File: src/rtl/uart_pkg.sv
// Shared UART definitions: receiver state encoding and default frame timing.
// The transmit path imports the same package, so both sides agree on the defaults.
package uart_pkg;

    typedef enum logic [1:0] {
        IDLE  = 2'd0,
        START = 2'd1,
        DATA  = 2'd2,
        STOP  = 2'd3
    } uart_state_t;

    localparam int CLKS_PER_BIT_DEFAULT = 868;
    localparam int DATA_BITS_DEFAULT    = 8;

    // The receiver waits this many clocks after the start edge before sampling the start bit.
    function automatic int half_bit(input int clks_per_bit);
        return clks_per_bit / 2;
    endfunction

endpackage

File: src/rtl/uart_rx_if.sv
// Valid/ready byte stream from the UART receiver to its consumer.
// The receiver drives the master side and the consumer drives the slave side.
interface uart_rx_if #(
    parameter int DATA_BITS = uart_pkg::DATA_BITS_DEFAULT
);

    logic [DATA_BITS-1:0] rx_data;
    logic                 rx_valid;
    logic                 rx_ready;

    modport master (
        output rx_data,
        output rx_valid,
        input  rx_ready
    );

    modport slave (
        input  rx_data,
        input  rx_valid,
        output rx_ready
    );

endinterface

File: src/rtl/sync_2ff.sv
// Two-flop synchronizer for asynchronous inputs, with a selectable reset value
// so idle-high lines do not produce a false edge when reset releases.
module sync_2ff #(
    parameter int               WIDTH     = 1,
    parameter logic [WIDTH-1:0] RESET_VAL = '0
) (
    input  logic             clk,
    input  logic             rst,
    input  logic [WIDTH-1:0] d,
    output logic [WIDTH-1:0] q
);

    logic [WIDTH-1:0] meta;

    always_ff @(posedge clk) begin
        if (rst) begin
            meta <= RESET_VAL;
            q    <= RESET_VAL;
        end else begin
            meta <= d;
            q    <= meta;
        end
    end

endmodule

File: src/rtl/uart_rx.sv
// 8N1 UART receiver: mid-bit sampling from a local clock counter, valid/ready output,
// one-cycle framing-error and overrun pulses.
module uart_rx
    import uart_pkg::*;
#(
    parameter int CLKS_PER_BIT = CLKS_PER_BIT_DEFAULT,
    parameter int HALF_BIT     = half_bit(CLKS_PER_BIT),
    parameter int DATA_BITS    = DATA_BITS_DEFAULT
) (
    input  logic      clk,
    input  logic      rst,
    input  logic      rx,
    uart_rx_if.master rx_bus,
    output logic      frame_err,
    output logic      overrun,
    output logic      busy
);

    localparam int CNT_W = $clog2(CLKS_PER_BIT);
    localparam int IDX_W = (DATA_BITS > 1) ? $clog2(DATA_BITS) : 1;

    localparam logic [CNT_W-1:0] HALF_LAST = CNT_W'(HALF_BIT - 1);
    localparam logic [CNT_W-1:0] BIT_LAST  = CNT_W'(CLKS_PER_BIT - 1);
    localparam logic [IDX_W-1:0] IDX_LAST  = IDX_W'(DATA_BITS - 1);

    logic                 rx_s;
    logic                 rx_prev;
    logic                 fall;
    uart_state_t          state;
    logic [CNT_W-1:0]     cnt;
    logic [IDX_W-1:0]     bit_idx;
    logic [DATA_BITS-1:0] shift_reg;
    logic [DATA_BITS-1:0] data_reg;
    logic                 valid_reg;

    sync_2ff #(
        .WIDTH     (1),
        .RESET_VAL (1'b1)
    ) u_sync (
        .clk (clk),
        .rst (rst),
        .d   (rx),
        .q   (rx_s)
    );

    // Frames start only on a high-to-low transition, so a line stuck low after a
    // break (or through reset) cannot retrigger the receiver.
    assign fall = rx_prev & ~rx_s;

    assign rx_bus.rx_data  = data_reg;
    assign rx_bus.rx_valid = valid_reg;

    always_ff @(posedge clk) begin
        if (rst) begin
            rx_prev   <= 1'b1;
            state     <= IDLE;
            cnt       <= '0;
            bit_idx   <= '0;
            shift_reg <= '0;
            data_reg  <= '0;
            valid_reg <= 1'b0;
            frame_err <= 1'b0;
            overrun   <= 1'b0;
            busy      <= 1'b0;
        end else begin
            rx_prev   <= rx_s;
            frame_err <= 1'b0;
            overrun   <= 1'b0;

            if (valid_reg && rx_bus.rx_ready) begin
                valid_reg <= 1'b0;
            end

            case (state)
                IDLE: begin
                    cnt     <= '0;
                    bit_idx <= '0;
                    if (fall) begin
                        state <= START;
                        busy  <= 1'b1;
                    end
                end

                START: begin
                    if (cnt == HALF_LAST) begin
                        cnt <= '0;
                        if (!rx_s) begin
                            state <= DATA;
                        end else begin
                            state <= IDLE;
                            busy  <= 1'b0;
                        end
                    end else begin
                        cnt <= cnt + 1'b1;
                    end
                end

                DATA: begin
                    if (cnt == BIT_LAST) begin
                        cnt       <= '0;
                        shift_reg <= (shift_reg >> 1) | (DATA_BITS'(rx_s) << (DATA_BITS - 1));
                        if (bit_idx == IDX_LAST) begin
                            bit_idx <= '0;
                            state   <= STOP;
                        end else begin
                            bit_idx <= bit_idx + 1'b1;
                        end
                    end else begin
                        cnt <= cnt + 1'b1;
                    end
                end

                // Leave at mid-stop so a start edge immediately after the stop bit is seen.
                // A byte landing in the same cycle as an accept overrides the clear above.
                STOP: begin
                    if (cnt == BIT_LAST) begin
                        cnt   <= '0;
                        state <= IDLE;
                        busy  <= 1'b0;
                        if (rx_s) begin
                            data_reg  <= shift_reg;
                            valid_reg <= 1'b1;
                            overrun   <= valid_reg & ~rx_bus.rx_ready;
                        end else begin
                            frame_err <= 1'b1;
                        end
                    end else begin
                        cnt <= cnt + 1'b1;
                    end
                end

                default: begin
                    state <= IDLE;
                    busy  <= 1'b0;
                end
            endcase
        end
    end

endmodule

File: src/flat_wrapper.sv
// flat-port wrapper written by rule: the top's interface ports become plain ports
module uart_rx_flat import uart_pkg::*;
#(
    parameter int CLKS_PER_BIT = CLKS_PER_BIT_DEFAULT,
    parameter int HALF_BIT     = half_bit(CLKS_PER_BIT),
    parameter int DATA_BITS    = DATA_BITS_DEFAULT
)
  (clk, rst, rx, frame_err, overrun, busy, rx_bus_rx_data, rx_bus_rx_valid, rx_bus_rx_ready);
  uart_rx_if #(.DATA_BITS(DATA_BITS)) rx_bus_i ();
  input  logic clk;
  input  logic rst;
  input  logic rx;
  output logic frame_err;
  output logic overrun;
  output logic busy;
  output wire logic [$bits(rx_bus_i.rx_data)-1:0] rx_bus_rx_data;
  output wire logic [$bits(rx_bus_i.rx_valid)-1:0] rx_bus_rx_valid;
  input wire logic [$bits(rx_bus_i.rx_ready)-1:0] rx_bus_rx_ready;
  assign rx_bus_rx_data = rx_bus_i.rx_data;
  assign rx_bus_rx_valid = rx_bus_i.rx_valid;
  assign rx_bus_i.rx_ready = rx_bus_rx_ready;
  uart_rx #(.CLKS_PER_BIT(CLKS_PER_BIT), .HALF_BIT(HALF_BIT), .DATA_BITS(DATA_BITS)) u_core (.clk(clk), .rst(rst), .rx(rx), .rx_bus(rx_bus_i), .frame_err(frame_err), .overrun(overrun), .busy(busy));
endmodule
File: config.mk
export PLATFORM = sky130hd
export DESIGN_NAME = uart_rx_flat
export DESIGN_NICKNAME = d
export VERILOG_FILES = /design/src/rtl/uart_pkg.sv /design/src/rtl/uart_rx_if.sv /design/src/rtl/sync_2ff.sv /design/src/rtl/uart_rx.sv /design/src/flat_wrapper.sv
export SDC_FILE = /design/constraint.sdc
export NUM_CORES = 1
export LEC_CHECK = 0
export CAP_MARGIN = 5
export CORE_UTILIZATION = 55
export DETAILED_ROUTE_END_ITERATION = 10
export GPL_TIMING_DRIVEN = 1
export PLACE_DENSITY_LB_ADDON = 0.2
export SLEW_MARGIN = 15
export SYNTH_ARGS = -nofsm -noshare
export SYNTH_HDL_FRONTEND = slang
export SYNTH_SLANG_ARGS = --single-unit
File: constraint.sdc
create_clock -name clk -period 2 [get_ports clk]
set_input_delay 0.4 -clock clk [delete_from_list [all_inputs] [get_ports clk]]
set_output_delay 0.4 -clock clk [all_outputs]
set_load 0.05 [all_outputs]
==> results of run 1 <==
==> cells by family after synthesis <==
logic type                 share of synthesized area, %
adders and majority gates                          3.17
and+or+nand+nor                                    26.1
xor gates and xnor gates                           4.43
muxes                                              10.1
AOI/OAI and AO/OA                                  6.02
buffers and inverters                              1.98
DFF                                                48.1
==> worst register-to-register path, stage by stage (launching register included) <==
cell	delay, ns
dfxtp_1	0.41
ha_1	0.25
and4bb_4	0.31
nand3_4	0.12
a32oi_2	0.51
nor2_1	0.11
==> area by class of cell <==
type | count | area (um2) | share of cell area [%]
multi-input cells | 118 | 788 | 41.9
flip-flops and latches | 38 | 761 | 40.4
repair buffers | 18 | 173 | 9.17
clock inverters | 2 | 60.1 | 3.19
clock buffers | 6 | 51.3 | 2.72
well taps | 31 | 38.8 | 2.06
inverters | 3 | 11.3 | 0.598
==> worst min-delay path by stage <==
stage / startpoint / to / slack [ns] / depth (start not counted)
2_1_floorplan: u_core.u_sync.meta / u_core.u_sync.q / 0.39 / 1
3_3_place_gp: u_core.u_sync.meta / u_core.u_sync.q / 0.40 / 1
3_5_place_dp: u_core.u_sync.meta / u_core.u_sync.q / 0.39 / 1
4_1_cts: u_core.u_sync.meta / u_core.u_sync.q / 0.42 / 1
5_1_grt: u_core.u_sync.meta / u_core.u_sync.q / 0.44 / 1
6_report: u_core.u_sync.meta / u_core.u_sync.q / 0.42 / 1
==> per-layer routing <==
metal / GRT usage (%) / vias to the layer above
met5: 0 / -
met2: 31.0 / 37
li1: - / 603
met3: 5.35 / 8
met4: 13.2 / 0
met1: 28.0 / 552
==> power breakdown <==
| group | internal, W | total, W | switching [W] |
|---|---|---|---|
| Combinational | 0.0000155 | 0.0000352 | 0.0000197 |
| Sequential | 0.000762 | 0.000767 | 0.00000574 |
| Clock | 0.000423 | 0.000680 | 0.000257 |
| Total | 0.00120 | 0.00148 | 0.000282 |
==> cell usage after synthesis, types with 3 or more instances <==
| master | n | share of area (%) |
|---|---|---|
| a21oi_1 | 6 | 1.9 |
| clkbuf_1 | 4 | 0.95 |
| or3_1 | 3 | 1.2 |
| xor2_1 | 3 | 1.7 |
| o21ai_0 | 4 | 1.3 |
| or2_2 | 5 | 2.0 |
| nand2_1 | 26 | 6.2 |
| nand3_1 | 5 | 1.6 |
| dfxtp_1 | 38 | 48 |
| xnor2_1 | 5 | 2.8 |
| nor3_1 | 5 | 1.6 |
| ha_1 | 4 | 3.2 |
| mux2i_1 | 16 | 10 |
| nor2_1 | 15 | 3.6 |
==> through the flow <==
| stage | cell area, um2 | instances | hold WS [ns] | setup slack (ns) |
|---|---|---|---|---|
| CTS | 1880 | 216 | 0.423 | 0.0769 |
| finish | 1880 | 216 | 0.422 | 0.0917 |
| detailed placement | 1770 | 208 | 0.395 | 0.116 |
| global placement | 1770 | 208 | 0.405 | 0.150 |
| floorplan | 1580 | 164 | 0.389 | 0.346 |
| global route | 1880 | 216 | 0.437 | 0.0374 |
==> metrics.md, run 1 <==
| Metric | Value |
|---|---|
| N_diodes | `0` |
| Residual DRC count | `0` |
| Routed length on met2 | `1.32 mm` |
| Power per cell area | `787 mW/mm2` |
| Final Setup Violations | `0` |
| Max reg flops | `10` |
| Total core area | `0.00273 mm2` |
| Hpwl dp | `1.97 mm` |
| Synthesized area per cell | `9.64 um2` |
| Die Ht | `55.6 um` |
| CP bufs+invs | `1` |
| Setup CP Type | `reg -> out` |
| WL final | `2.86 mm` |
| Synthesized net count | `172` |
| Worst-path clk slew | `0.11 ns` |
| Total power | `0.00148 W` |
| Worst path depth | `1` |
| Total GRT Usage | `21.2%` |
| Setup tns final | `0 ns` |
| Critical path cell sequence | `clkdlybuf4s50_1` |
| Via-per-instance ratio | `5.56` |
| Max FO, Critical Path | `2` |
| Post-CTS sizing | `0` |
| Most frequent cells in the layout | `38 x dfxtp_1, 26 x nand2_1, 16 x mux2i_1, 15 x nor2_1, 15 x clkdlybuf4s50_1` |
| Hold Path Class | `reg -> reg` |
| Post-route ant nets | `0` |
| Pre-antenna DRT Iters | `4` |
| Skew-Pair Late Insertion Delay | `0.35 ns` |
| Req. time, crit path | `1.60 ns` |
| IO Count | `16` |
| EDFF count, synth | `0` |
| Measured slew at the worst slew-check pin | `0.506 ns` |
| Status | `finished, final reports clean` |
| Full die area | `0.00309 mm2` |
| DR WL/cell | `13.2 um` |
| Crit path launch type | `flip-flop` |
| Pin count of the biggest net entering global routing | `17` |
| # hold bufs at CTS | `0` |
| Final Cycle Share | `95.4%` |
| Async SR Flop Fraction | `0%` |
| Worst Skew | `0.00435 ns` |
| Max VDD drop | `0.831 mV` |
| Sequential area share after synthesis | `48.1%` |
| First-pass GRT wire length | `5.04 mm` |
| CTS tree | `done` |
| Pins Over Slew Limit | `0` |
| Total number of vias | `1200` |
| RSZ-0062 raised after global routing | `false` |
| Num Clock Sinks | `38` |
| Row count | `19` |
| CTS buffer count | `5` |
| Worst R2R Path Depth | `5` |
| Critical Path End | `rx_bus_rx_data[7]` |
| Met1 wire length | `1.33 mm` |
| Fillers | `206` |
| Postcts setup bufs | `0` |
| Total gr overflow | `0` |
| Antenna violations before repair | `0` |
| Number of global-route vias before repair | `1079` |
| LEAKAGE | `0.688 nW` |
| Crit. End Element | `primary output` |
| Clock Path Buffers | `2` |
| CP peak stage delay | `0.81 ns` |
| Critical path origin | `u_core.rx_bus.rx_data[7]` |
| GPL Wtd Cong | `0.823` |
| DRT iter0 DRCs | `46` |
| Cell area after synthesis | `0.00158 mm2` |
| Reg-to-reg startpoint | `u_core.cnt[0]` |
| Mapped Cells | `164` |
| Port buffer count | `15` |
| Post-layout min period | `1.91 ns` |
| H-tree levels | `2` |
| Yosys cell types | `36` |
| Worst slew margin | `66.2%` |
| Area growth, synth to finish | `19.2%` |
| FF-to-FF setup slack | `0.17 ns` |
| Top Layer Used | `met4` |
| Endpoints failing hold | `0` |
| Synthesis-stage register bit count | `38` |
| Nets | `192` |
| Layout cells sized above 1 | `12.4%` |
| Most common cell after layout, fill and taps aside | `dfxtp_1` |
| Primary FF master, synth | `dfxtp_1` |
| Slowest cell on crit path | `clkdlybuf4s50_1` |
| Initial core utilization | `57.8%` |
| Util after Layout | `68.9%` |
| F_max | `524 MHz` |
| Syn. warnings | `0` |
| Critical R2R Capture | `u_core.cnt[5]` |
| Die span in x | `55.6 um` |
| WP data arrival | `1.51 ns` |
| Largest delay share family, worst path | `buffers and inverters` |
| Root Buffer | `clkbuf_4` |
| Max-cap viol count | `0` |
| Metal3 WL | `141 um` |
Power figures use the tool's default switching activity.
==> run 2, diff against run 1 <==
--- a/config.mk
+++ b/config.mk
@@ -8,3 +8,3 @@
 export CAP_MARGIN = 5
-export CORE_UTILIZATION = 55
+export CORE_UTILIZATION = 50
 export DETAILED_ROUTE_END_ITERATION = 10
==> constraint.sdc (replaced) <==
create_clock -name clk -period 2 [get_ports clk]
set_input_delay 0.6 -clock clk [delete_from_list [all_inputs] [get_ports clk]]
set_output_delay 0.6 -clock clk [all_outputs]
set_load 0.1 [all_outputs]
==> metrics.md, run 2 (synthesized netlist as in run 1, its figures left out) <==
| Metric | Value |
|---|---|
| Status | `finished, final reports clean` |
| Met3 Use GR | `4.69%` |
| Num Clock Sinks | `38` |
| First-pass GRT wire length | `5.02 mm` |
| Worst Skew | `0.0130 ns` |
| Hold slack | `0.426 ns` |
| LEAKAGE | `0.731 nW` |
| Power per cell area | `614 mW/mm2` |
| Pin count of the biggest net entering global routing | `17` |
| Area growth, synth to finish | `25.7%` |
| CTS buffer count | `5` |
| Nets | `194` |
| Number of global-route vias before repair | `1172` |
| Clock Path Buffers | `2` |
| Port buffer count | `15` |
| Residual DRC count | `0` |
| Pins Over Slew Limit | `0` |
| Measured slew at the worst slew-check pin | `0.390 ns` |
| Critical R2R Capture | `u_core.bit_idx[0]` |
| Fillers | `243` |
| Fin cells | `231` |
| Pre-antenna DRT Iters | `4` |
| DRT iter0 DRCs | `45` |
| N_diodes | `0` |
| Initial core utilization | `52.2%` |
| Layout cells sized above 1 | `19.8%` |
| CTS tree | `done` |
| Total power | `0.00122 W` |
| Max reg flops | `10` |
| Skew-Pair Late Insertion Delay | `0.34 ns` |
| Max-cap viol count | `0` |
| Post-route ant nets | `0` |
| Via-per-instance ratio | `5.09` |
| IO Count | `16` |
| Reg-to-reg startpoint | `u_core.cnt[0]` |
| Final Cycle Share | `93.5%` |
| Crit path launch type | `flip-flop` |
| Hpwl dp | `2.15 mm` |
| Total gr overflow | `0` |
| Hold_sp | `u_core.u_sync.meta` |
| Most frequent cells in the layout | `38 x dfxtp_1, 26 x nand2_1, 16 x mux2i_1, 15 x nor2_1, 12 x buf_12` |
| Post-CTS sizing | `0` |
| Critical Path End | `u_core.bit_idx[0]` |
| Max VDD drop | `0.430 mV` |
| Total number of vias | `1176` |
| DR WL/cell | `12.5 um` |
| WP data arrival | `2.13 ns` |
| Setup CP Type | `reg -> reg` |
| WL final | `2.88 mm` |
| Die span in x | `58.2 um` |
| Req. time, crit path | `2.26 ns` |
| Most common cell after layout, fill and taps aside | `dfxtp_1` |
| GRT Max-Usage Layer | `met2` |
| Met2 usage | `34.5%` |
| Row count | `20` |
| Total GRT Usage | `20.0%` |
| Total core area | `0.00303 mm2` |
| Die Ht | `58.2 um` |
| # hold bufs at CTS | `0` |
| Setup tns final | `0 ns` |
| Root Buffer | `clkbuf_4` |
| Antenna violations before repair | `0` |
| Worst slew margin | `73.9%` |
| Full die area | `0.00339 mm2` |
| GPL Wtd Cong | `0.764` |
| Max FO, Critical Path | `7` |
| Met1 GRT Util | `23.0%` |
| Post-layout min period | `1.87 ns` |
| FF-to-FF setup slack | `0.13 ns` |
| F_max | `535 MHz` |
| Hold Path Class | `reg -> reg` |
| RSZ-0062 raised after global routing | `false` |
| Worst R2R Path Depth | `5` |
| Placed cell count | `223` |
| Final Setup Violations | `0` |
| Crit. End Element | `flip-flop` |
| Worst-path clk slew | `0.11 ns` |
| Critical path origin | `u_core.cnt[0]` |
| Endpoints failing hold | `0` |
| H-tree levels | `2` |
| Postcts setup bufs | `0` |
## run 2: worst min-delay path by stage
| stage | end | slack [ns] | depth (start not counted) |
|---|---|---|---|
| after floorplan | u_core.u_sync.q | 0.39 | 1 |
| after global placement | u_core.u_sync.q | 0.40 | 1 |
| after detailed placement | u_core.u_sync.q | 0.40 | 1 |
| after CTS | u_core.u_sync.q | 0.43 | 1 |
| after global routing | u_core.u_sync.q | 0.46 | 1 |
| final | u_core.u_sync.q | 0.43 | 1 |
## run 2: metal layers
layer	up-vias	routed length, um
li1	608	-
met1	532	1290
met2	31	1420
met3	5	113
met4	0	54
met5	-	0
## run 2: layout make-up
cell class	instances	area (um2)	share of cell area, %
well taps	44	55.1	2.77
multi-input cells	118	788	39.7
repair buffers	20	308	15.5
inverters	3	11.3	0.567
clock inverters	2	12.5	0.630
flip-flops and latches	38	761	38.3
clock buffers	6	51.3	2.58
## run 2: per-stage QoR
step                      cell area (um2)  setup WS (ns)  util (%)
final                                1990          0.129      65.6
after global routing                 1990         0.0557      65.6
after CTS                            1990          0.115      65.6
after detailed placement             1920         0.0816      63.5
after global placement               1920         0.0973      63.5
after floorplan                      1580          0.345         -
## run 2: power breakdown
| part | total, W | internal (W) | switching [W] |
|---|---|---|---|
| combinational | 0.0000414 | 0.0000185 | 0.0000229 |
| clock | 0.000410 | 0.000169 | 0.000241 |
| sequential | 0.000768 | 0.000762 | 0.00000640 |
## run 2: worst max-delay path: stages (launching register included)
cell      delay [ns]
dfxtp_1         0.41
ha_1            0.24
and4bb_4        0.31
nand3_4         0.12
or4b_1          0.52
a21oi_1         0.18
